`src/rtl/pacman_pkg.sv`:
```
// Shared types and screen constants for the Pacman movement controller.
// Holds direction/state enums, the request struct and the cursor priority encoder.
package pacman_pkg;

  typedef enum logic [1:0] {
    DIR_RIGHT = 2'd0,
    DIR_LEFT  = 2'd1,
    DIR_UP    = 2'd2,
    DIR_DOWN  = 2'd3
  } dir_t;

  typedef enum logic [1:0] {
    ST_IDLE    = 2'd0,
    ST_MOVING  = 2'd1,
    ST_BLOCKED = 2'd2
  } state_t;

  typedef struct packed {
    logic vld;
    dir_t dir;
  } req_t;

  localparam int SCREEN_W  = 640;
  localparam int SCREEN_H  = 480;
  localparam int SCALE     = 4;
  localparam int SPRITE_PX = 16 * SCALE;

  // Sprite centred on screen at reset
  localparam logic [9:0] RST_X = 10'd288;
  localparam logic [9:0] RST_Y = 10'd208;

  function automatic req_t encode_cursor(input logic [3:0] c);
    req_t r;
    r.vld = 1'b1;
    r.dir = DIR_RIGHT;
    if (c[0])      r.dir = DIR_RIGHT;
    else if (c[1]) r.dir = DIR_LEFT;
    else if (c[2]) r.dir = DIR_UP;
    else if (c[3]) r.dir = DIR_DOWN;
    else           r.vld = 1'b0;
    return r;
  endfunction

endpackage

```
`src/rtl/pacman_motion_if.sv`:
```
// Frame tick / buttons in, registered sprite position and animation state out.
// master drives the stimulus side, slave is the motion controller.
interface pacman_motion_if;
  import pacman_pkg::*;

  logic       frame_tick;
  logic [3:0] cursor;
  logic [9:0] pac_x;
  logic [9:0] pac_y;
  dir_t       direction;
  logic [1:0] frame_select;
  logic       moving;

  modport master (
    output frame_tick, cursor,
    input  pac_x, pac_y, direction, frame_select, moving
  );

  modport slave (
    input  frame_tick, cursor,
    output pac_x, pac_y, direction, frame_select, moving
  );
endinterface

```
`src/rtl/pacman_motion_dir_debounce.sv`:
```
// Priority-encodes the buttons and accepts a request seen on two consecutive frame ticks.
// accept is combinational in the tick cycle; the previous request updates on every tick.
module dir_debounce
  import pacman_pkg::*;
(
  input  logic       clk,
  input  logic       rst,
  input  logic       frame_tick,
  input  logic [3:0] cursor,
  output logic       accept,
  output dir_t       dir
);

  req_t req;
  req_t prev;

  always_comb req = encode_cursor(cursor);

  always_ff @(posedge clk) begin
    if (rst)             prev <= '0;
    else if (frame_tick) prev <= req;
  end

  assign accept = frame_tick && req.vld && prev.vld && (req.dir == prev.dir);
  assign dir    = req.dir;

endmodule

```
`src/rtl/pacman_motion.sv`:
```
// Per-frame Pacman motion: debounced direction, bounded position, animation frame select.
// Outputs update 1 clk after frame_tick, no backpressure; PACMAN_WRAP_EN enables horizontal tunnel wrap.
module pacman_motion
  import pacman_pkg::*;
#(
  parameter int STEP      = 2,
  parameter int SPRITE_PX = 16 * pacman_pkg::SCALE,
  parameter int ANIM_DIV  = 20
) (
  input  logic              clk,
  input  logic              rst,
  pacman_motion_if.slave    bus
);

  localparam logic [10:0] XMAX     = 11'(SCREEN_W - SPRITE_PX);
  localparam logic [10:0] YMAX     = 11'(SCREEN_H - SPRITE_PX);
  localparam logic [10:0] STEP11   = 11'(STEP);
  localparam logic [4:0]  ANIM_END = 5'(ANIM_DIV);

  state_t     state, state_nxt;
  logic [9:0] x_q, x_d, y_q, y_d;
  dir_t       dir_q, dir_d, acc_dir, cur_dir;
  logic [4:0] cnt_q, cnt_d;
  logic [1:0] fs_q, fs_d;
  logic       accept;
  logic       step_ok;
  logic [9:0] nx, ny;
  logic [10:0] x11, y11;

  dir_debounce u_debounce (
    .clk        (clk),
    .rst        (rst),
    .frame_tick (bus.frame_tick),
    .cursor     (bus.cursor),
    .accept     (accept),
    .dir        (acc_dir)
  );

  always_ff @(posedge clk) begin
    if (rst) begin
      state <= ST_IDLE;
      x_q   <= RST_X;
      y_q   <= RST_Y;
      dir_q <= DIR_RIGHT;
      cnt_q <= '0;
      fs_q  <= '0;
    end else begin
      state <= state_nxt;
      x_q   <= x_d;
      y_q   <= y_d;
      dir_q <= dir_d;
      cnt_q <= cnt_d;
      fs_q  <= fs_d;
    end
  end

  always_comb begin
    state_nxt = state;
    x_d       = x_q;
    y_d       = y_q;
    dir_d     = dir_q;
    cnt_d     = cnt_q;
    fs_d      = fs_q;
    x11       = {1'b0, x_q};
    y11       = {1'b0, y_q};
    cur_dir   = accept ? acc_dir : dir_q;
    step_ok   = 1'b0;
    nx        = x_q;
    ny        = y_q;

    // Bounds are checked before stepping so the 10-bit position never wraps
    case (cur_dir)
      DIR_RIGHT: begin
        if (x11 + STEP11 <= XMAX) begin
          nx = 10'(x11 + STEP11); step_ok = 1'b1;
        end else begin
`ifdef PACMAN_WRAP_EN
          nx = '0; step_ok = 1'b1;
`else
          nx = 10'(XMAX);
`endif
        end
      end
      DIR_LEFT: begin
        if (x11 >= STEP11) begin
          nx = 10'(x11 - STEP11); step_ok = 1'b1;
        end else begin
`ifdef PACMAN_WRAP_EN
          nx = 10'(XMAX); step_ok = 1'b1;
`else
          nx = '0;
`endif
        end
      end
      DIR_UP: begin
        if (y11 >= STEP11) begin
          ny = 10'(y11 - STEP11); step_ok = 1'b1;
        end else begin
          ny = '0;
        end
      end
      default: begin
        if (y11 + STEP11 <= YMAX) begin
          ny = 10'(y11 + STEP11); step_ok = 1'b1;
        end else begin
          ny = 10'(YMAX);
        end
      end
    endcase

    if (bus.frame_tick && (state != ST_IDLE || accept)) begin
      dir_d     = cur_dir;
      x_d       = nx;
      y_d       = ny;
      state_nxt = step_ok ? ST_MOVING : ST_BLOCKED;
      if (step_ok) begin
        if (cnt_q + 5'd1 == ANIM_END) begin
          cnt_d = '0;
          fs_d  = fs_q + 2'd1;
        end else begin
          cnt_d = cnt_q + 5'd1;
        end
      end
    end
  end

  assign bus.pac_x        = x_q;
  assign bus.pac_y        = y_q;
  assign bus.direction    = dir_q;
  assign bus.frame_select = fs_q;
  assign bus.moving       = (state == ST_MOVING);

endmodule

```
`src/flat_wrapper.sv`:
```
// flat-port wrapper written by rule: the top's interface ports become plain ports
module pacman_motion_flat import pacman_pkg::*;
#(
  parameter int STEP      = 2,
  parameter int SPRITE_PX = 16 * pacman_pkg::SCALE,
  parameter int ANIM_DIV  = 20
)
  (clk, rst, bus_frame_tick, bus_cursor, bus_pac_x, bus_pac_y, bus_direction, bus_frame_select, bus_moving);
  pacman_motion_if bus_i ();
  input  logic clk;
  input  logic rst;
  input wire logic [$bits(bus_i.frame_tick)-1:0] bus_frame_tick;
  input wire logic [$bits(bus_i.cursor)-1:0] bus_cursor;
  output wire logic [$bits(bus_i.pac_x)-1:0] bus_pac_x;
  output wire logic [$bits(bus_i.pac_y)-1:0] bus_pac_y;
  output wire logic [$bits(bus_i.direction)-1:0] bus_direction;
  output wire logic [$bits(bus_i.frame_select)-1:0] bus_frame_select;
  output wire logic [$bits(bus_i.moving)-1:0] bus_moving;
  assign bus_i.frame_tick = bus_frame_tick;
  assign bus_i.cursor = bus_cursor;
  assign bus_pac_x = bus_i.pac_x;
  assign bus_pac_y = bus_i.pac_y;
  assign bus_direction = bus_i.direction;
  assign bus_frame_select = bus_i.frame_select;
  assign bus_moving = bus_i.moving;
  pacman_motion #(.STEP(STEP), .SPRITE_PX(SPRITE_PX), .ANIM_DIV(ANIM_DIV)) u_core (.clk(clk), .rst(rst), .bus(bus_i));
endmodule
```
`config.mk`:
```
export PLATFORM = sky130hd
export DESIGN_NAME = pacman_motion_flat
export DESIGN_NICKNAME = d
export VERILOG_FILES = /design/src/rtl/pacman_pkg.sv /design/src/rtl/pacman_motion_if.sv /design/src/rtl/pacman_motion_dir_debounce.sv /design/src/rtl/pacman_motion.sv /design/src/flat_wrapper.sv
export SDC_FILE = /design/constraint.sdc
export NUM_CORES = 1
export LEC_CHECK = 0
export CAP_MARGIN = 15
export CORE_UTILIZATION = 55
export CTS_CLUSTER_SIZE = 28
export DETAILED_ROUTE_END_ITERATION = 7
export PLACE_DENSITY = 0.79
export SETUP_SLACK_MARGIN = 0.4
export SLEW_MARGIN = 0
export SYNTH_ARGS = -nofsm -noshare
export SYNTH_HDL_FRONTEND = slang
export SYNTH_SLANG_ARGS = --single-unit
```
`constraint.sdc`:
```
create_clock -name clk -period 6.3 [get_ports clk]
set_clock_uncertainty 0.1 [all_clocks]
set_input_delay 1.26 -clock clk [delete_from_list [all_inputs] [get_ports clk]]
set_output_delay 1.26 -clock clk [all_outputs]
set_load 0.02 [all_outputs]
```
==> metrics, run 1 <==
Period Utilization, post-route=67.6%; Power Total=0.451 mW; Detail Placement HPWL=4010 um; Die Width=70.6 um; Reg2Reg Setup Slack=2.85 ns; crit-path cells=clkdlybuf4s50_1 > or2_1 > o32ai_2 > mux2i_1 > nand2_4 > and3_4 > o41ai_4 > nor2b_1 > mux2_1; core region area=0.00444 sq mm; area of the multi-input gates=0.00175 sq mm; drt initial violations=280; minimum clock period=4.26 ns; power per cell area=155 mW/mm^2; nets@finish=360; Syn Inst Count=334; initial antenna violation count=0; number of maximum-capacitance violations=0; Area Overhead vs Synth=12.4%; DR pass1 iterations=6; achievable frequency=0.235 GHz; Critical Path Fanout Max=13; async set or reset register ratio after synthesis=0%; status=finished with violations; htree depth=2; antenna cells=0; Synth Area per Inst=7.75 sq um; most frequent cells in the layout=nor2_1 (32), dfxtp_1 (32), a21oi_1 (31); Startpoint Class=input pin; WL final=5870 um; Clk pin slew, worst setup/hold paths=0.07 ns; Hold Crit Class=reg -> reg; Final Core Density=65.5%; Clock Latency Late Sink=0.29 ns; Final Max Slew Viols=0; CTS tree=yes; CP bufs+invs=1; initial core utilization=58.2%; maximum clock path buffer count=2; CP required=6.38 ns; Clock Tree Root=clkbuf_8; Critical Path AT=4.34 ns; final antenna-violating net count=0; VDD IR-drop max=0.134 mV; Num CTS Buffers=5; port buffer count=29; postcts setup bufs=0; delay-heaviest family, CP=compound AO/OA/AOI/OAI gates; Max stage delay on crit path=0.72 ns; share of layout cells above drive strength 1=9.51%; Hold Vio Cnt, Final=0; vias in the first global route=2294; Post-Syn Area=0.00259 sq mm; Sum Neg Setup Slack=0 ns; io pins=32; Setup Viol. Count Final=0; number of synthesized flops with an enable pin=0; CP max stage cell=o41ai_4; sequential element share of the synthesized area=24.8%; Crit Path Class=in -> reg; Worst-Margin Slew=0.705 ns; Slew HR=52.9%; RSZ-0062 raised after global routing=false; first-pass GRT wire length=10300 um; Synth cell types=72; ys flop type=dfxtp_1; Yosys warnings=0; area of the die=0.00498 sq mm; Leakage Power=0.932 nW; CTS sink cnt=32; DRC Markers=4; largest net degree at the start of global routing=34; Core Rows=24; remaining global-route overflow=0; Setup crit end kind=register; vias per cell=6.27; post-cts resize count=0; GP Congestion=0.899; Reg area=641 sq um; Synth Register Bits=32; routed length per instance=14.7 um; violated checks=design-rule violations; DR vias=2500; Die Ht=70.6 um; FILL cells=379; global-route usage over all layers=25.1%; hold buffers post-CTS=0
routing by layer:
layer	vias to the layer above	part of all wire, %	track usage, %
li1	1264	-	-
met1	1145	48	34.4
met2	84	45	40.2
met3	7	5.6	3.99
met4	0	1.1	9.33
met5	-	0	0
final timing paths:
check,to,cells past startpoint,startpoint
worst min register to register,u_core.state[0],2,u_core.state[0]
worst min-delay path,u_core.state[0],2,u_core.state[0]
worst max-delay path,u_core.bus.frame_select[0],9,bus_cursor[0]
worst max register to register,u_core.bus.frame_select[0],10,u_core.bus.pac_y[2]
stage by stage:
| stage | cells | setup WS (ns) | hold WS, ns | area, sq um |
|---|---|---|---|---|
| finish | 399 | 2.04 | 0.389 | 2910 |
| global route | 399 | 1.84 | 0.421 | 2910 |
| CTS | 399 | 2.04 | 0.383 | 2910 |
| detailed placement | 391 | 1.73 | 0.370 | 2790 |
| global placement | 391 | 1.81 | 0.364 | 2790 |
| floorplan | 335 | 2.72 | 0.353 | 2590 |
kinds of logic (layout without fill, tap and decap cells):
group,Yosys count,in the layout,synth area share (%)
AO/OA/AOI/OAI,115,115,31.4
AND/OR/NAND/NOR,132,132,28.8
XOR/XNOR,4,4,1.35
multiplexers,6,6,2.37
adder cells (fa/ha/maj),7,7,3.38
other,1,2,0.145
buffers and inverters,37,49,7.79
flip-flops,32,32,24.8
where the power goes:
part           internal [mW]  leakage, nW  switching (mW)
registers              0.205        0.259         0.00371
logic                 0.0145        0.619          0.0227
clock network          0.119       0.0548          0.0862
cell type report:
class                           instances  share of cell area (%)
Clock buffer                            5                    2.37
Sequential cell                        32                    22.0
Tap cell                               52                    2.24
Multi-Input combinational cell        266                    60.1
Timing Repair Buffer                   30                    10.2
Clock inverter                          3                    1.59
Inverter                               11                    1.42
worst reg2reg max path, cell delays in order (launching register included):
cell,delay [ns]
dfxtp_1,0.56
inv_1,0.17
ha_1,0.38
nand3b_1,0.12
a31oi_1,0.09
o32ai_1,0.31
o211ai_1,0.23
and3_1,0.28
o41ai_4,0.66
nor2b_1,0.12
mux2_1,0.32
flip-flops by register name (all words and copies together) (netlist names):
signal                   flops
u_core.bus.pac_x             9
u_core.bus.pac_y             9
u_core.cnt_q                 5
u_core.u_debounce.prev       3
u_core.bus.direction         2
u_core.bus.frame_select      2
u_core.state                 2
cells in the mapped netlist, types with 5 or more instances:
master     n  area, sq um
or3_1      7         43.8
dfxtp_1   32          641
nand2_1   20         75.1
nor2_1    32          120
nor4_1     5         31.3
a21oi_1   31          155
nand2b_1   5         31.3
a31oi_1    6         37.5
clkbuf_1  13         48.8
nor3_1    10         50.1
buf_4      5         37.5
ha_1       7         87.6
mux2i_1    5         50.1
a211oi_1  10         75.1
nor2b_1    6         37.5
o21ai_0   23          115
and2_1     5         31.3
nand3_1   13         65.1
inv_1     11         41.3
Note: power is estimated with default switching activity, not from simulation.
==> run 2, diff against run 1 <==
--- a/config.mk
+++ b/config.mk
@@ -6,10 +6,10 @@
 export NUM_CORES = 1
 export LEC_CHECK = 0
 export CAP_MARGIN = 15
-export CORE_UTILIZATION = 55
+export CORE_UTILIZATION = 51
 export CTS_CLUSTER_SIZE = 28
 export DETAILED_ROUTE_END_ITERATION = 7
-export PLACE_DENSITY = 0.79
+export PLACE_DENSITY = 0.77
 export SETUP_SLACK_MARGIN = 0.4
 export SLEW_MARGIN = 0
 export SYNTH_ARGS = -nofsm -noshare
==> constraint.sdc (replaced) <==
create_clock -name clk -period 3.5 [get_ports clk]
set_clock_uncertainty 0.1 [all_clocks]
set_input_delay 0.7 -clock clk [delete_from_list [all_inputs] [get_ports clk]]
set_output_delay 0.7 -clock clk [all_outputs]
set_load 0.02 [all_outputs]
==> metrics, run 2 (same netlist as run 1, synthesis figures left out) <==
io pins=32 (unchanged); Area Overhead vs Synth=24.9%; Die Width=73.2 um (+3.7%); worst setup margin=0.501 ns (-1.54 ns); most frequent cells in the layout=nor2_1 (31), buf_4 (31), a21oi_1 (30); first-pass GRT wire length=11000 um (+6.6%); Worst-Margin Slew=0.584 ns (-0.121 ns); Slew HR=60.7% (+7.9 points); Reg area=651 sq um (+1.6%); routed length per instance=14.8 um (+0.81%); DR vias=2694 (+7.8%); status=completed; power per cell area=236 mW/mm^2 (+52%); vias per cell=6.05 (-3.4%); Hold Vio Cnt, Final=0 (unchanged); Max stage delay on crit path=0.47 ns (-0.25 ns); Clock Latency Late Sink=0.29 ns (about the same); DRC Markers=0 (-4); achievable frequency=0.333 GHz; global-route usage over all layers=25.9% (+0.80 points); Detail Placement HPWL=4430 um (+11%); area of the die=0.00536 sq mm (+7.6%); share of layout cells above drive strength 1=21.2% (+12 points); pre-CTS WS=-0.110 ns (-1.84 ns); final antenna-violating net count=0 (unchanged); port buffer count=29 (unchanged); Crit Path Class=in -> reg; number of maximum-capacitance violations=0 (unchanged); minimum clock period=3.00 ns; initial antenna violation count=0 (unchanged); remaining global-route overflow=0 (unchanged); Num CTS Buffers=5 (unchanged); RSZ-0062 raised after global routing=false; Clk pin slew, worst setup/hold paths=0.07 ns (about the same); Setup Viol. Count Final=0 (unchanged); antenna cells=0 (unchanged); dpl cells=431 (+10%); drt initial violations=267 (-4.6%); vias in the first global route=2411 (+5.1%); Leakage Power=1.11 nW (+19%); nets@finish=391 (+8.6%); Final Non-Filler Cells=445 (+12%); Period Utilization, post-route=85.7%; core region area=0.00482 sq mm (+8.4%); CP max stage cell=o41ai_4; area of the multi-input gates=0.00183 sq mm (+4.4%); Die Ht=73.2 um (+3.7%); crit-path cells=dlygate4sd2_1 > buf_4 > o211ai_1 > o32ai_4 > mux2i_2 > nand2_4 > and3_4 > o41ai_4 > nor2b_1 > mux2_1; Setup crit end kind=register; Critical Path AT=3.07 ns (-1.27 ns); CTS tree=yes; FILL cells=421 (+11%); Clock Tree Root=clkbuf_8; Critical Path Fanout Max=7 (-6); Startpoint Class=input pin; CP required=3.57 ns (-2.81 ns); largest net degree at the start of global routing=22 (-35%); CTS sink cnt=32 (unchanged); WL final=6600 um (+12%); maximum clock path buffer count=2 (unchanged); Hold WS=0.384 ns (-0.00536 ns); VDD IR-drop max=0.205 mV (+52%); Hold Crit Class=reg -> reg; initial core utilization=53.7% (-4.5 points); DR pass1 iterations=5 (-1); GP Congestion=0.869 (-3.4%); Final Max Slew Viols=0 (unchanged); Core Rows=25 (+4.2%); htree depth=2 (unchanged)
## run 2: metal layers
metal	share of wire (%)	global-route usage, %	vias to the layer above
li1	-	-	1327
met1	46	35.0	1264
met2	47	40.7	93
met3	4.9	5.80	10
met4	1.3	8.71	0
met5	0	0	-
## run 2: layout make-up
class                      instances  area share (%)
clock buffer                       6            2.56
clock inverter                     2           0.310
inverter                          11            1.28
tap                               67            2.59
sequential                        32            20.1
timing repair buffer              61            16.6
multi-input combinational        266            56.5
## run 2: repair_timing
action	CTS	global route
setup buffers	4	2
resized for setup	11	16
endpoints found under the setup margin	12	19
pin swaps	6	8
hold buffers	0	0
## run 2: path summary, 6_finish.rpt
kind | startpoint | end | slack (ns) | cells after the start
worst min register to register | u_core.state[0] | u_core.state[0] | 0.38 | 2
worst min-delay path | u_core.state[0] | u_core.state[0] | 0.38 | 2
worst max-delay path | bus_cursor[1] | u_core.bus.frame_select[0] | 0.50 | 10
worst max register to register | u_core.bus.pac_y[2] | u_core.cnt_q[4] | 0.54 | 10
## run 2: worst max-delay path, delay by kind of cell
family          cells  cell delay, ns
compound gates      3            0.96
buf+inv             2            0.38
mux                 2            0.61
simple gates        3            0.41
## run 2: report_power, final
part / switching [mW] / internal (mW)
Clock: 0.147 / 0.157
Sequential: 0.00538 / 0.367
Combinational: 0.0480 / 0.0377
## run 2: stage by stage
step	cell area, sq um	utilization [%]	setup TNS [ns]	power (mW)
6_report	3230	67.1	0	0.762
5_1_grt	3230	67.1	0	0.791
4_1_cts	3150	65.4	0	0.764
3_5_place_dp	3000	62.3	-0.570	0.461
3_3_place_gp	3000	62.3	-0.0861	0.459
2_1_floorplan	2590	-	0	0.432
